File: src/rtl/preg_free_list.sv
`default_nettype none
// ============================================================================
// Module      : preg_free_list
// Description : Physical-register free list for the rename stage. A circular
//               buffer of NUM_PREGS preg indices with head (pop), tail (push),
//               occupancy count and a per-preg in_list vector. Rename pops one
//               preg per cycle; commit pushes one reclaimed preg per cycle.
//               Frees of p0 are ignored; frees of a preg already in the list
//               (dup_err) or into a full list (ovf_err) are dropped and
//               flagged with sticky error bits.
// Ports       : i_clk, i_rst_n (async active-low)
//               i_alloc_req -> o_alloc_gnt, o_alloc_preg (same-cycle grant)
//               i_free_valid, i_free_preg (reclaim from commit)
//               o_free_count, o_empty, o_dup_err, o_ovf_err (registered)
// Option      : PREG_FREELIST_BYPASS_EN - when the list is empty, an
//               acceptable free in the same cycle is handed straight to an
//               allocation request without touching the buffer.
// Revision    : 1.0 - initial release
// ============================================================================
module preg_free_list #(
    parameter int NUM_PREGS = 128,
    parameter int PREG_W    = 7,
    parameter int NUM_AREGS = 32,
    parameter int CNT_W     = 8
) (
    input  logic              i_clk,
    input  logic              i_rst_n,
    input  logic              i_alloc_req,
    output logic              o_alloc_gnt,
    output logic [PREG_W-1:0] o_alloc_preg,
    input  logic              i_free_valid,
    input  logic [PREG_W-1:0] i_free_preg,
    output logic [CNT_W-1:0]  o_free_count,
    output logic              o_empty,
    output logic              o_dup_err,
    output logic              o_ovf_err
);

    localparam int c_INIT_CNT = NUM_PREGS - NUM_AREGS;

    logic [PREG_W-1:0]    r_mem [NUM_PREGS];
    logic [PREG_W-1:0]    r_head;
    logic [PREG_W-1:0]    r_tail;
    logic [CNT_W-1:0]     r_count;
    logic [NUM_PREGS-1:0] r_in_list;
    logic                 r_dup_err;
    logic                 r_ovf_err;

    logic w_empty;
    logic w_full;
    logic w_free_nz;
    logic w_free_dup;
    logic w_free_ovf;
    logic w_free_ok;
    logic w_bypass;
    logic w_gnt;
    logic w_pop;
    logic w_push;

    assign w_empty    = (r_count == '0);
    assign w_full     = (r_count == CNT_W'(NUM_PREGS));

    // p0 is the permanent x0 mapping and is never reclaimed.
    assign w_free_nz  = i_free_valid && (i_free_preg != '0);
    // The duplicate check uses the pre-edge in_list, so freeing the preg
    // being granted this very cycle is flagged as a duplicate.
    assign w_free_dup = w_free_nz && r_in_list[i_free_preg];
    assign w_free_ovf = w_free_nz && !w_free_dup && w_full;
    assign w_free_ok  = w_free_nz && !w_free_dup && !w_full;

`ifdef PREG_FREELIST_BYPASS_EN
    assign w_bypass   = w_empty && w_free_ok && i_alloc_req;
`else
    assign w_bypass   = 1'b0;
`endif

    assign w_gnt  = i_rst_n && i_alloc_req && (!w_empty || w_bypass);
    // A bypassed preg goes straight to rename; the buffer is untouched.
    assign w_pop  = w_gnt && !w_bypass;
    assign w_push = w_free_ok && !w_bypass;

    assign o_alloc_gnt  = w_gnt;
    assign o_alloc_preg = w_bypass ? i_free_preg : r_mem[r_head];
    assign o_free_count = r_count;
    assign o_empty      = w_empty;
    assign o_dup_err    = r_dup_err;
    assign o_ovf_err    = r_ovf_err;

    always_ff @(posedge i_clk or negedge i_rst_n) begin
        if (!i_rst_n) begin
            for (int i = 0; i < NUM_PREGS; i++) begin
                r_mem[i]     <= (i < c_INIT_CNT) ? PREG_W'(i + NUM_AREGS) : '0;
                r_in_list[i] <= (i >= NUM_AREGS);
            end
            r_head    <= '0;
            r_tail    <= PREG_W'(c_INIT_CNT);
            r_count   <= CNT_W'(c_INIT_CNT);
            r_dup_err <= 1'b0;
            r_ovf_err <= 1'b0;
        end else begin
            // A popped preg and an accepted free can never be the same preg
            // (that case is a duplicate), so clear and set never collide.
            if (w_pop) begin
                r_head                    <= r_head + 1'b1;
                r_in_list[r_mem[r_head]]  <= 1'b0;
            end
            if (w_push) begin
                r_mem[r_tail]             <= i_free_preg;
                r_tail                    <= r_tail + 1'b1;
                r_in_list[i_free_preg]    <= 1'b1;
            end
            case ({w_push, w_pop})
                2'b10:   r_count <= r_count + 1'b1;
                2'b01:   r_count <= r_count - 1'b1;
                default: r_count <= r_count;
            endcase
            if (w_free_dup) r_dup_err <= 1'b1;
            if (w_free_ovf) r_ovf_err <= 1'b1;
        end
    end

endmodule
`default_nettype wire

File: config.mk
export PLATFORM = sky130hd
export DESIGN_NAME = preg_free_list
export DESIGN_NICKNAME = d
export VERILOG_FILES = /design/src/rtl/preg_free_list.sv
export SDC_FILE = /design/constraint.sdc
export NUM_CORES = 2
export LEC_CHECK = 0
export ABC_AREA = 1
export CORE_MARGIN = 2
export CORE_UTILIZATION = 35
export CTS_CLUSTER_SIZE = 30
export DETAILED_ROUTE_END_ITERATION = 12
export SLEW_MARGIN = 20
export SYNTH_ARGS = -nofsm -noshare
export SYNTH_HDL_FRONTEND = slang
export SYNTH_SLANG_ARGS = --single-unit
File: constraint.sdc
create_clock -name i_clk -period 4.31 [get_ports i_clk]
set_input_delay 0.862 -clock i_clk [delete_from_list [all_inputs] [get_ports i_clk]]
set_output_delay 0.862 -clock i_clk [all_outputs]
set_load 0.1 [all_outputs]
======== Word level (Yosys, flattened, before mapping) ========
Index checks and enable logic that the tools add are counted.
operators by class
  add/subtract/negate cells ............... 4
  $lt $le $gt $ge ......................... 7
  eq/ne operators ......................... 3
  muxes and demuxes ....................... 15
  bitwise logic cells ..................... 5
  reductions and logical operators ........ 16
operators with widths
  kind                                                                           count
  896-bit bitwise mux                                                            1
  128-bit two-way mux                                                            2
  128-bit bitwise AND                                                            1
  128-bit NOT                                                                    1
  128-bit bitwise OR                                                             1
  7-bit binary-select mux with 7-bit select                                      1
  7-bit demux with 7-bit select                                                  1
  7-bit two-way mux                                                              3
  8-bit >= comparator (second input constant)                                    2
  7-bit by 8-bit less-than comparator with 1-bit output (second input constant)  2
  7-bit NOT with 8-bit output                                                    2
  8-bit case mux with 2 select lines                                             1
  7-bit by 1-bit adder with 7-bit output (second input constant)                 2
  1-bit demux with 7-bit select                                                  2
  7-bit by 1-bit >= comparator with 1-bit output (second input constant)         2
  1-bit logical AND                                                              10
  8-bit by 1-bit adder with 8-bit output (second input constant)                 1
  8-bit == test (second input constant)                                          1
  8-bit logical NOT                                                              1
  8-bit by 1-bit less-than comparator with 1-bit output (second input constant)  1
  8-bit by 1-bit subtractor with 8-bit output (second input constant)            1
  1-bit binary-select mux with 7-bit select                                      1
  7-bit nonzero test                                                             1
  1-bit logical NOT                                                              3
  other kinds (4)                                                                6
word-level totals
  register bits after elaboration ......... 1,048
  input bits .............................. 11
  word-level logic and storage cells ...... 184

======== Longest topological paths before layout ========
  depth after elaboration ................. 13
  depth in mapped cells ................... 30

======== Worst setup path after synthesis ========
Ideal clock, no wire load.
  path type ............................... reg2reg
  from .................................... register r_count[0], in the netlist o_free_count[0]
  to ...................................... register r_count[7], in the netlist o_free_count[7]
  library setup time ...................... 0.120 ns
  arrival ................................. 4.631 ns
  data required time ...................... 4.190 ns
  slack ................................... -0.441 ns
  cell stages (with the launch flop) ...... 15
  period minus slack after synthesis ...... 4.751 ns
  cells stage by stage .................... dfrtp_1 nor4_1 and3_1 nor2_1 clkbuf_1 ha_1 clkbuf_1 xor2_1 nand4_1 nand3_1 nand2_1 nand3_1 nand2_1 nand2_1 nand2_1
between the ends
  longest elaborated chain between the ends .. 5
ends and longest elaborated chain
  element                                                                           RTL line  RTL
  start: declaration                                                                44        logic [CNT_W-1:0] r_count;
  start signal: assignment                                                          97        r_count <= CNT_W'(c_INIT_CNT);
  start signal: assignment                                                          113       2'b10: r_count <= r_count + 1'b1;
  start signal: assignment                                                          114       2'b01: r_count <= r_count - 1'b1;
  8-bit logical NOT *                                                               60        assign w_empty = (r_count == '0);
  net o_empty                                                                       34        output logic o_empty,
  1-bit logical NOT *                                                               77        assign w_gnt = i_rst_n && i_alloc_req && (!w_empty || w_bypass);
  1-bit logical AND *                                                               77
  net o_alloc_gnt                                                                   29        output logic o_alloc_gnt,
  2-bit by 1-bit == test with 1-bit output / 2-bit == test (equally long branches)  112       case ({w_push, w_pop})
  8-bit case mux with 2 select lines / 2-bit nonzero test (equally long branches)   n/a
Mark *: on every way through the listed nets, which the timed path passes. The rest lies on a longest branch.
A chain may end at the register's enable or synchronous reset.

======== Worst setup path in the final report ========
  from .................................... register r_head[0]
  to ...................................... output port o_alloc_preg[2]
between the ends
  longest elaborated chain between the ends .. 4
ends and longest elaborated chain
  element                                               RTL line  RTL
  start: declaration                                    42        logic [PREG_W-1:0] r_head;
  start signal: assignment                              104       r_head <= r_head + 1'b1;
  7-bit NOT with 8-bit output (not written as such)     83        assign o_alloc_preg = w_bypass ? i_free_preg : r_mem[r_head];
  7-bit binary-select mux with 7-bit select             83
  7-bit two-way mux (not written as such) (2 in a row)  83
  end: declaration                                      30        output logic [PREG_W-1:0] o_alloc_preg,
Every way passes these cells. The select of a mux whose other input is x is not followed.

==> flow_summary.json <==
{
  "outcome": "finished with violations",
  "failed_checks": "setup timing",
  "wl_per_cell_microns": 19.79,
  "yosysSeqAreaShare": 0.5499,
  "fin_skew_ps": 36.12,
  "cts_max_path_buffers": 3,
  "vias": 42500,
  "clockPowerShare": 0.240,
  "yosysMostFrequentCell": "nand2_1",
  "hold_viol": 0,
  "insertion_delay_ps": 760,
  "htreeDepth": 3,
  "fin_nets": 6041,
  "postCtsHoldBufs": 0,
  "combinationalPowerShare": 0.421,
  "grt_usage": 0.2185,
  "synth_top_cells_by_count": "1782 x nand2_1, 1228 x o21ai_0, 580 x dfrtp_1",
  "grt_pass1_vias": 41030,
  "synth_area_leaders": "dfrtp_1 30%, dfstp_2 25%, nand2_1 14%, o21ai_0 13%, nor2_1 4.3%",
  "synth_top_area_cell": "dfrtp_1",
  "antenna_found_initial": 1,
  "cts_buffers": 114,
  "dp_hpwl_microns": 94950,
  "die_y_microns": 377.2,
  "worst_slew_pin_slew_ps": 1099,
  "fmax_ghz": 0.2313,
  "switching_share": 0.4071,
  "multi_input_area_sq_um": 19990,
  "crit_type": "reg2out",
  "p_seq_frac": 0.339,
  "min_path_type": "in2async",
  "syn_nets": 5969,
  "crit_required_ps": 3450,
  "routabilityCongestion": 0.8747,
  "async_reset_ff_frac": 1.000,
  "dieArea_sq_um": 142300,
  "cp.arrival_ps": 3460,
  "core.rowCount": 136,
  "start_util": 0.3537,
  "period_minus_slack_ps": 4323,
  "crit_fanout": 14,
  "rsz0062_at_grt": "true",
  "layout_setup_ws_ps": -12.61,
  "netlist_instances": 5954,
  "syn_area_per_cell_sq_um": 8.188,
  "portBuffers": 29,
  "seq_area_sq_um": 26820,
  "netlist-cell-type-count": 43,
  "stdcell_area_sq_um": 58640,
  "clkTransAtPathRegs_ps": 60,
  "die_x_microns": 377.2,
  "vias_per_cell": 5.365,
  "ios": 30,
  "power_density_nw_per_um2": 735.5,
  "final_layout_size_suffix_gt1_frac": 0.1939,
  "p_sw_mw": 17.56,
  "p_leak_nw": 24.98,
  "worst_setup_path_start_kind": "flip-flop",
  "fp.coreArea_sq_um": 137800,
  "setup_viol": 1,
  "antennaDiodeCount": 0,
  "internal-power_mw": 25.58,
  "fillers": 13690,
  "vdd_ir_drop_max_mv": 1.322,
  "first_pass_iters": 6,
  "synth_edf_count": 0,
  "clock_sinks": 1048,
  "ys_ff_latch": 1048,
  "synthFlopType": "dfrtp_1",
  "wirelength_microns": 156700,
  "placed_area_sq_um": 53180,
  "gr-total-overflow": 0,
  "period_share": 1.003,
  "ys_warn_count": 0,
  "root_buffer": "clkbuf_16",
  "tritoncts": "yes",
  "grt_max_degree": 157,
  "grt_pass1_wl_microns": 245600,
  "synth_top_cell_area_share": 0.2977,
  "drcViolationCount": 0,
  "max-slew-margin-rel": 0.2675,
  "synth_area_sq_um": 48750,
  "setup_tns_ps": -12.61,
  "syn_to_final_growth_pct": 20.28,
  "drtAntennaViolNets": 0,
  "drt_iter0_drc": 4516,
  "max_cap_violations": 0,
  "maxSlewViolCount": 0,
  "end_kind": "primary output"
}
-- kinds of logic after synthesis --
group                      after synthesis  synth area share
buffers and inverters                  593           0.04940
xor gates and xnor gates                19          0.003413
DFF                                   1048            0.5499
AOI/OAI and AO/OA                     1712            0.1874
and+or+nand+nor                       2578            0.2088
adders and majority gates                4          0.001027
-- power groups by stage --
stage / logic [mW] / clock network [mW] / registers [mW]
after floorplan: 9.72 / 0 / 14.5
after global placement: 15.9 / 0 / 14.6
after detailed placement: 16.0 / 0 / 14.7
after CTS: 17.4 / 10.6 / 14.6
after global routing: 19.7 / 11.0 / 14.9
final: 18.2 / 10.4 / 14.6
-- flip-flops by register name, summed over array words and instances (netlist names) --
| register | cells |
|---|---|
| r_mem | 896 |
| r_in_list | 128 |
| o_free_count | 8 |
| r_head | 7 |
| r_tail | 7 |
| o_dup_err | 1 |
| o_ovf_err | 1 |
-- cell type report --
type	instances	area share
Clock buffer	162	0.05650
Clock inverter	55	0.01150
Inverter	128	0.009537
Multi-Input combinational cell	4313	0.3408
Sequential cell	1048	0.4574
Tap cell	1794	0.03828
Timing Repair Buffer	418	0.08528
Timing Repair inverter	3	0.0007041
-- per-stage QoR --
step / hold slack [ps] / power, mW / setup WS [ps] / instances / utilization
3_5_place_dp: 449.2 / 30.70 / 7.932 / 7654 / 0.3858
2_1_floorplan: 438.4 / 24.18 / 314.8 / 5954 / -
3_3_place_gp: 449.2 / 30.53 / -149.6 / 7653 / 0.3857
6_report: 195.3 / 43.13 / -12.61 / 7921 / 0.4255
5_1_grt: 193.3 / 45.57 / -77.43 / 7921 / 0.4255
4_1_cts: 167.5 / 42.47 / -19.12 / 7902 / 0.4211
-- critical path, cell delays in order (launching register included) --
cell	delay, ps
dfrtp_4	600
buf_12	190
buf_16	140
buf_16	150
o21ai_2	140
o22ai_1	90
o211ai_1	420
nand4_1	300
nand3_2	180
nand3_2	100
nand2_4	150
inv_6	60
buf_12	160
-- routing by layer --
| metal | track usage | wire length [microns] | share of wire |
|---|---|---|---|
| met1 | 0.3071 | 70420 | 0.45 |
| met2 | 0.3476 | 71940 | 0.46 |
| met3 | 0.03223 | 9965 | 0.064 |
| met4 | 0.06702 | 4415 | 0.028 |
| met5 | 0 | 8 | 0.000051 |
-- layout by cell type (no fill, tap or decap), types with 7 or more instances in the layout --
master / synthesis / layout
nor4_4: 3 / 7
inv_2: 8 / 10
nand3_2: 0 / 37
o22ai_1: 124 / 120
o211ai_1: 36 / 36
clkinv_2: 1 / 31
nand4_1: 28 / 28
clkbuf_16: 0 / 121
nor2_1: 553 / 548
o21ai_1: 218 / 248
dfstp_2: 468 / 468
clkdlybuf4s50_1: 0 / 18
xor2_1: 16 / 16
o221ai_1: 82 / 76
inv_1: 117 / 103
clkbuf_8: 0 / 29
clkbuf_1: 345 / 20
nand2_1: 1782 / 1776
buf_6: 1 / 12
o21ai_0: 1228 / 1188
a21oi_1: 18 / 17
buf_12: 0 / 93
o21ai_2: 0 / 7
dfrtp_1: 580 / 577
nand3_1: 183 / 145
inv_4: 0 / 8
buf_16: 0 / 16
bufinv_16: 0 / 12
buf_4: 16 / 260
-- what timing repair did --
item                                    CTS  global route
gates cloned                             12             8
endpoints found under the setup margin    7             7
gates resized for setup                  95            94
pin swaps                                38            65
buffers inserted                         19            10
-- final timing paths --
path / start / to / slack (ps) / cells after the start
setup / recovery: r_head[0] / o_alloc_preg[2] / -10 / 12
hold / removal: i_rst_n / r_in_list[84] / 200 / 1
setup reg to reg: r_head[0] / r_in_list[29] / 650 / 18
hold reg to reg: r_in_list[115] / r_in_list[115] / 460 / 2
max in group asynchronous: i_rst_n / r_mem[144] / 2440 / 3
min in group i_clk: r_in_list[115] / r_in_list[115] / 460 / 2
Power figures use the tool's default switching activity.
